--- config.mk ---
export PLATFORM = sky130hd
export DESIGN_NAME = matrix_ctrl_regs
export DESIGN_NICKNAME = d
export VERILOG_FILES = /design/src/rtl/matrix_ctrl_regs_pkg.sv /design/src/rtl/matrix_ctrl_regs_wishbone_slave_ack.sv /design/src/rtl/matrix_ctrl_regs.sv
export SDC_FILE = /design/constraint.sdc
export NUM_CORES = 1
export LEC_CHECK = 0
export BUFFER_PORTS_ARGS = -buffer_cell sky130_fd_sc_hd__buf_2
export CELL_PAD_IN_SITES_DETAIL_PLACEMENT = 0
export CELL_PAD_IN_SITES_GLOBAL_PLACEMENT = 2
export CORE_ASPECT_RATIO = 1.2
export CORE_UTILIZATION = 37
export CTS_CLUSTER_SIZE = 12
export DETAILED_ROUTE_END_ITERATION = 10
export PLACE_DENSITY_LB_ADDON = 0.1
export SETUP_SLACK_MARGIN = 0.05
export SLEW_MARGIN = 5
export SYNTH_ARGS = -nofsm -noshare
export SYNTH_HDL_FRONTEND = slang
export SYNTH_SLANG_ARGS = --single-unit
--- constraint.sdc ---
create_clock -name clk_i -period 4.63 [get_ports clk_i]
set_clock_uncertainty 0.05 [all_clocks]
set_input_delay 0.926 -clock clk_i [delete_from_list [all_inputs] [get_ports clk_i]]
set_output_delay 0.926 -clock clk_i [all_outputs]
set_load 0.01 [all_outputs]
--- src/rtl/matrix_ctrl_regs_pkg.sv ---
// Shared constants for the LED matrix control register block: window base,
// register offsets, CTRL/STATUS bit positions and the bus handshake states.
package matrix_ctrl_regs_pkg;

  localparam logic [15:0] MATRIX_START  = 16'h0100;

  localparam logic [2:0]  MATRIX_ADDR_L  = 3'd0;
  localparam logic [2:0]  MATRIX_ADDR_H  = 3'd1;
  localparam logic [2:0]  MATRIX_CTRL    = 3'd2;
  localparam logic [2:0]  MATRIX_BRIGHT  = 3'd3;
  localparam logic [2:0]  MATRIX_STATUS  = 3'd4;
  localparam logic [2:0]  MATRIX_FCNT    = 3'd5;

  localparam int CTRL_ENABLE_BIT    = 0;
  localparam int CTRL_IRQ_EN_BIT    = 1;
  localparam int STATUS_PENDING_BIT = 0;
  localparam int STATUS_FLIP_BIT    = 1;

  localparam logic [2:0]  CTI_INCR = 3'b010;

  typedef enum logic [1:0] {
    ST_IDLE = 2'd0,
    ST_WAIT = 2'd1,
    ST_ACK  = 2'd2
  } wb_state_e;

endpackage

--- src/rtl/matrix_ctrl_regs_wishbone_slave_ack.sv ---
// Wishbone responder handshake: optional wait states, single-cycle ack and
// zero-wait incrementing bursts. do_access marks the edge a register op lands.
module wishbone_slave_ack
  import matrix_ctrl_regs_pkg::*;
#(
  parameter int WAIT_STATES = 0
) (
  input  logic       clk,
  input  logic       rst,
  input  logic       cyc,
  input  logic       stb,
  input  logic       hit,
  input  logic [2:0] cti,
  output logic       ack,
  output logic       do_access
);

  localparam logic [3:0] WAIT_LOAD = (WAIT_STATES > 0) ? 4'(WAIT_STATES - 1) : 4'd0;

  wb_state_e  state, state_nx;
  logic [3:0] cnt, cnt_nx;
  logic       req;

  assign req = cyc & stb;

  always_ff @(posedge clk or posedge rst) begin
    if (rst) begin
      state <= ST_IDLE;
      cnt   <= 4'd0;
    end else begin
      state <= state_nx;
      cnt   <= cnt_nx;
    end
  end

  always_comb begin
    state_nx = state;
    cnt_nx   = cnt;
    ack      = 1'b0;
    case (state)
      ST_IDLE: begin
        if (req && hit) begin
          if (WAIT_STATES == 0) begin
            state_nx = ST_ACK;
          end else begin
            state_nx = ST_WAIT;
            cnt_nx   = WAIT_LOAD;
          end
        end
      end
      ST_WAIT: begin
        // An abandoned request leaves without touching any register.
        if (!req)              state_nx = ST_IDLE;
        else if (cnt == 4'd0)  state_nx = ST_ACK;
        else                   cnt_nx   = cnt - 4'd1;
      end
      ST_ACK: begin
        ack = 1'b1;
        if (cti == CTI_INCR && req && hit) state_nx = ST_ACK;
        else                               state_nx = ST_IDLE;
      end
      default: state_nx = ST_IDLE;
    endcase
  end

  assign do_access = ack & req & hit;

endmodule

--- src/rtl/matrix_ctrl_regs.sv ---
// LED matrix control registers with double-buffered framebuffer base commit at
// frame_start_i. Define MATRIX_IRQ_EN to build the page-flip interrupt logic.
module matrix_ctrl_regs
  import matrix_ctrl_regs_pkg::*;
#(
  parameter int                       ADDRESS_WIDTH = 16,
  parameter int                       DATA_WIDTH    = 8,
  parameter int                       DATA_BYTES    = 1,
  parameter logic [ADDRESS_WIDTH-1:0] BASE_ADDRESS  = ADDRESS_WIDTH'(MATRIX_START),
  parameter int                       WAIT_STATES   = 0,
  parameter logic [15:0]              RESET_FRAME   = 16'h0000
) (
  input  logic                     clk_i,
  input  logic                     rst_i,
  input  logic [ADDRESS_WIDTH-1:0] adr_i,
  input  logic [DATA_WIDTH-1:0]    dat_i,
  output logic [DATA_WIDTH-1:0]    dat_o,
  input  logic                     we_i,
  input  logic [DATA_BYTES-1:0]    sel_i,
  input  logic                     stb_i,
  input  logic                     cyc_i,
  output logic                     ack_o,
  input  logic [2:0]               cti_i,
  input  logic                     frame_start_i,
  output logic [15:0]              frame_addr_o,
  output logic [7:0]               brightness_o,
  output logic                     enable_o,
  output logic                     irq_o
);

  logic        hit, do_access, wr, commit;
  logic [2:0]  off;
  logic [7:0]  wd, rdata;
  logic [15:0] staged;
  logic        pending;
  logic [7:0]  fcnt;
  logic        flip_rd, irq_en_rd;

  assign hit    = (adr_i[ADDRESS_WIDTH-1:3] == BASE_ADDRESS[ADDRESS_WIDTH-1:3]);
  assign off    = adr_i[2:0];
  assign wd     = dat_i[7:0];
  assign wr     = do_access & we_i & sel_i[0];
  assign commit = frame_start_i & pending;

  wishbone_slave_ack #(
    .WAIT_STATES (WAIT_STATES)
  ) u_ack (
    .clk       (clk_i),
    .rst       (rst_i),
    .cyc       (cyc_i),
    .stb       (stb_i),
    .hit       (hit),
    .cti       (cti_i),
    .ack       (ack_o),
    .do_access (do_access)
  );

  always_ff @(posedge clk_i or posedge rst_i) begin
    if (rst_i) begin
      staged       <= RESET_FRAME;
      frame_addr_o <= RESET_FRAME;
      pending      <= 1'b0;
      fcnt         <= 8'd0;
      brightness_o <= 8'hFF;
      enable_o     <= 1'b1;
    end else begin
      // Commit samples the pre-write staging value, so a coincident ADDR_H
      // write lands in the next frame.
      if (commit) begin
        frame_addr_o <= staged;
        fcnt         <= fcnt + 8'd1;
      end
      if (wr && off == MATRIX_ADDR_H) pending <= 1'b1;
      else if (commit)                pending <= 1'b0;
      if (wr) begin
        case (off)
          MATRIX_ADDR_L: staged[7:0]  <= wd;
          MATRIX_ADDR_H: staged[15:8] <= wd;
          MATRIX_CTRL:   enable_o     <= wd[CTRL_ENABLE_BIT];
          MATRIX_BRIGHT: brightness_o <= wd;
          default: ;
        endcase
      end
    end
  end

`ifdef MATRIX_IRQ_EN
  logic irq_en, flip_flag;

  always_ff @(posedge clk_i or posedge rst_i) begin
    if (rst_i) begin
      irq_en    <= 1'b0;
      flip_flag <= 1'b0;
    end else begin
      if (wr && off == MATRIX_CTRL) irq_en <= wd[CTRL_IRQ_EN_BIT];
      if (commit)
        flip_flag <= 1'b1;
      else if (wr && off == MATRIX_STATUS && wd[STATUS_FLIP_BIT])
        flip_flag <= 1'b0;
    end
  end

  assign irq_o     = flip_flag & irq_en;
  assign flip_rd   = flip_flag;
  assign irq_en_rd = irq_en;
`else
  assign irq_o     = 1'b0;
  assign flip_rd   = 1'b0;
  assign irq_en_rd = 1'b0;
`endif

  always_comb begin
    rdata = 8'h00;
    case (off)
      MATRIX_ADDR_L: rdata = staged[7:0];
      MATRIX_ADDR_H: rdata = staged[15:8];
      MATRIX_CTRL:   rdata = {6'b0, irq_en_rd, enable_o};
      MATRIX_BRIGHT: rdata = brightness_o;
      MATRIX_STATUS: rdata = {6'b0, flip_rd, pending};
      MATRIX_FCNT:   rdata = fcnt;
      default:       rdata = 8'h00;
    endcase
  end

  assign dat_o = ack_o ? DATA_WIDTH'(rdata) : '0;

endmodule

# --- Yosys cells after proc, flatten, opt, wreduce, memory -nomap -nowiden ---
# Cells that the tools add are included.
word_totals:
  reg_bits: 56
  inputBits: 34
  output_inout_bits: 35
  elab_cells: 53
classes:
  addsub: 2
  eq_ne: 11
  mux: 10
  n_bitwise: 7
  reduce_logical: 14
op_table:
  columns: ["cell", "count"]
  rows:
  - ["$pmux 8 s6", 1]
  - ["$eq 13x6->1 const B", 1]
  - ["$reduce_and 2->1", 5]
  - ["$eq 3x2->1 const B", 3]
  - ["$add 8x1->8 const B", 1]
  - ["$mux 2", 4]
  - ["$mux 8", 1]
  - ["$and 1x1->1", 6]
  - ["$eq 3x3->1 const B", 2]
  - ["$pmux 2 s3", 1]
  - ["$logic_and 1x1->1", 4]
  - ["$logic_not 4->1", 1]
  - ["$sub 4x1->4 const B", 1]
  - ["$eq 3x1->1 const B", 1]
  - ["$logic_not 3->1", 1]
  - ["$mux 1", 3]
  - ["$ne 3x3->1 const B", 1]
  - ["$reduce_and 3->1", 1]
  - ["$eq 2x1->1 const B", 1]
  - ["$eq 2x2->1 const B", 1]
  - ["$logic_not 2->1", 1]
  - ["$ne 2x1->1 const B", 1]
  - ["$reduce_bool 2->1", 1]
  - ["$not 1->1", 1]

# --- Depth between registers and ports, before layout ---
logic_depth:
  word_depth: 8
  ltp_mapped: 5
  ltp_nobuf: 5

# --- Modules after synthesis ---
# Synthesis repeated with hierarchy kept, for this count alone.
unflattened:
  cells_unflattened: 228
  area_unflattened_um2: 2431.1
modules_own_cells:
  columns: ["module", "instances", "cells_each", "area_per_inst_um2", "seq_area_each_um2"]
  rows:
  - ["matrix_ctrl_regs", 1, 221, 2376.0, 1262.5]
  - ["wishbone_slave_ack", 1, 7, 55.1, 25.0]

# --- Worst setup path before layout ---
# No wires, ideal clock.
synth_timing:
  path_kind: "in2out"
  start: "input port adr_i[2]"
  end: "output port dat_o[1]"
  arrival_ps: 1810
  required_ps: 3654
  slack_ps: 1844
  stages: 3
  path_buffers: 0
  path_cell_list: "nor3_1 > a222oi_1 > nor2_1"
synth_between:
  elab_chain_cells: 3
  elab_cells_between_ends: 8
  classes_between: "5 x eq/ne; 2 x mux; 1 x reduce/logical"
synth_lines:
  columns: ["element", "line_no", "text"]
  rows:
  - ["start: declaration", "matrix_ctrl_regs.sv:15", "input logic [ADDRESS_WIDTH-1:0] adr_i,"]
  - ["$eq 3x3->1 (tied with other cells)", "matrix_ctrl_regs.sv:114", "case (off)"]
  - ["$pmux 8 s6 *", "matrix_ctrl_regs.sv:114", null]
  - ["$mux 8 *", "matrix_ctrl_regs.sv:125", "assign dat_o = ack_o ? DATA_WIDTH'(rdata) : '0;"]
  - ["end: declaration", "matrix_ctrl_regs.sv:17", "output logic [DATA_WIDTH-1:0] dat_o,"]
# Every way passes the cells marked *; elsewhere a longest branch is shown, timed or not.

# --- Final worst setup path ---
layout_timing:
  start: "input port adr_i[0]"
  end: "output port dat_o[7]"
# The elaborated chain is that of the path after synthesis.

==> results.md <==
- Outcome: complete, no violations
- Initial antenna violation count: 0
- Layout cells sized above 1: 0.568
- Top post-synthesis cells by count: dfrtp_1 (42), mux2_2 (35), nor2_1 (10), dfstp_2 (9), mux2_4 (8)
- Int Power: 0.582 mW
- Worst R2R Setup Slack: 2.78 ns
- First-pass GRT wire length: 8930 um
- Clk buf depth: 2
- DRC: 0
- Wire length on met2: 2760 um
- Hold Crit Depth: 1
- Yosys warns: 0
- CTS root buf: clkbuf_8
- Total CTS buffers: 5
- # nets final: 277
- Overflow after GRT: 0
- Crit path time final: 3.49 ns
- Final Setup Violations: 0
- Critical Path End Type: output port
- CTS tree: built
- Fin. Hold Viols: 0
- Critical path's top delay family: simple AND/OR/NAND/NOR gates
- Post-CTS setup buffer count: 0
- Synthesis-to-finish area growth: 21.2%
- Die width: 75.6 um
- Multi-input gate area: 1090 um2
- Critical Path Stages: 5
- Critical path's slowest cell: nor3_1
- WP data required: 3.65 ns
- Vias in the first global route: 1755
- Netlist cell types: 39
- CP arrival: 2.52 ns
- Cells after synthesis: 173
- Worst setup path class: in2out
- Synth async-reset ratio: 1.00
- 1st-pass router iterations: 6
- Clock power share: 0.358
- Hold_ws: 0.431 ns
- # diodes: 0
- Initial Util: 0.390
- Cell Rows: 31
- Most frequent cell after synthesis: dfrtp_1
- Worst path max stage delay: 0.82 ns
- EDFF count, synth: 0
- Actual slew at the worst max-slew pin: 1.06 ns
- Leakage: 1.50 nW
- Max VDD drop: 0.129 mV
- WP buf/inv: 2
- Resized Gates After CTS: 0
- Final setup TNS: 0 ns
- Rel. slew slack: 0.293
- Core ar.: 6170 um2
- Largest net degree at the start of global routing: 52
- Critical path cell sequence: buf_2 > nor3_1 > a222oi_1 > nor2_1 > buf_2
- Reg area: 1290 um2
- Drt total wl: 5530 um
- IO Count: 69
- Port Buffers: 67
- # clock sinks: 51
- CTS H-tree lvls: 2
- Total Power: 0.759 mW
- Combinational share of power: 0.055
- Switching power: 0.177 mW
- Avg Cell Area, Syn: 13.9 um2
- Synth Flop Type: dfrtp_1
- Worst-path clk slew: 0.10 ns
- Fmax: 286 MHz
- DIE AREA: 6830 um2
- Hold-fix buffers, CTS: 0
- Crit share post-route: 0.755
- Flops & latches, synth: 51
- Routed wl met3: 274 um
- Area leader, netlist: dfrtp_1
- Mapped Area: 2400 um2
- Final estimated routing congestion in global placement: 0.744
- Die height: 90.3 um
- Crit-path max FO: 15
- WL met1: 2400 um
- R2r worst-path depth: 4
- Cell Pwr Density: 260 nW/um2
- Max Cap Violations: 0
- Gr usage total: 0.176
- Unrepaired setup endpoints after global routing: no
- Most used cell, CP: buf_2
- Vias per cell: 5.22
- HP Class: reg2reg
- Startpoint Class: input port
- Top routing layer in use: met4
- DPL Wire Length: 3990 um
- Filler Cell Count: 590
- Register area share after synthesis: 0.535
- Initial DRC Count: 77
- Worst-skew pair later-pin latency: 0.30 ns
- Detail Route Antenna Nets: 0
- Top cells by area, synth: dfrtp_1 (44%), mux2_2 (16%), dfstp_2 (9.8%), mux2_4 (5.0%), a222oi_1 (2.9%)
- Drt wl/cell: 17.0 um
- Vias: 1697
- Sequential Power Share: 0.587
- Mapped Nets: 208
- Synth top area share: 0.437
- Max Slew Vio Count: 0
- Switching share of power: 0.233
==> state kept, by name, summed over array words and instances, names as in the netlist <==
register,cells
brightness_o,8
enable_o,1
fcnt,8
frame_addr_o,16
pending,1
staged,16
u_ack.state,1
==> layout by cell type, fill, tap and decap left out, types with 2 or more instances in the layout <==
master / n
xor2_1: 2
mux2_2: 35
a21oi_1: 2
xnor2_1: 5
nor2b_1: 2
mux2_4: 8
nor2_1: 10
clkbuf_8: 6
a222oi_1: 7
nand3_1: 6
a22o_1: 7
buf_2: 67
dfrtp_1: 42
nand2b_1: 2
nor4_4: 2
nand4_1: 2
nand2_1: 7
dfstp_2: 9
==> power groups by stage <==
| stage | Clock, mW | Combinational, mW | Sequential (mW) |
|---|---|---|---|
| 4_1_cts | 0.285 | 0.0430 | 0.446 |
| 3_3_place_gp | 0 | 0.0412 | 0.454 |
| 6_report | 0.272 | 0.0421 | 0.445 |
| 5_1_grt | 0.305 | 0.0474 | 0.446 |
| 2_1_floorplan | 0 | 0.0180 | 0.454 |
| 3_5_place_dp | 0 | 0.0429 | 0.454 |
==> layer usage <==
layer | GRT usage | up-vias
met1 | 0.227 | 845
met4 | 0.0633 | 0
met5 | 0 | -
met2 | 0.286 | 62
met3 | 0.0357 | 7
li1 | - | 783
==> layout make-up <==
class	count	share of cell area
clock buffer	6	0.0283
clock inverter	2	0.00472
inverter	2	0.00258
multi-input combinational	115	0.373
sequential	51	0.442
tap	82	0.0352
timing repair buffer	67	0.115
==> per-stage QoR <==
stage	worst slack, ns	utilization	instances	area, um2
2_1_floorplan	1.84	-	173	2400
3_3_place_gp	1.18	0.457	317	2820
3_5_place_dp	1.16	0.457	317	2820
4_1_cts	1.16	0.473	325	2920
5_1_grt	0.987	0.473	325	2920
6_report	1.14	0.473	325	2920
==> worst paths after layout <==
kind,start,end
setup / recovery,adr_i[0],dat_o[7]
hold / removal,fcnt[7],fcnt[7]
min in group asynchronous,rst_i,frame_addr_o[9]
hold reg to reg,fcnt[7],fcnt[7]
max in group asynchronous,rst_i,u_ack.state[1]
setup reg to reg,pending,fcnt[7]
==> cell families after synthesis <==
group,after synthesis,share of synthesized area
xor gates and xnor gates,7,0.0255
and+or+nand+nor,43,0.133
buffers and inverters,7,0.0130
other,1,0.00156
adders and majority gates,1,0.00520
DFF,51,0.535
AOI/OAI and AO/OA,19,0.0682
muxes,44,0.218
(Power assumes the default switching activity.)
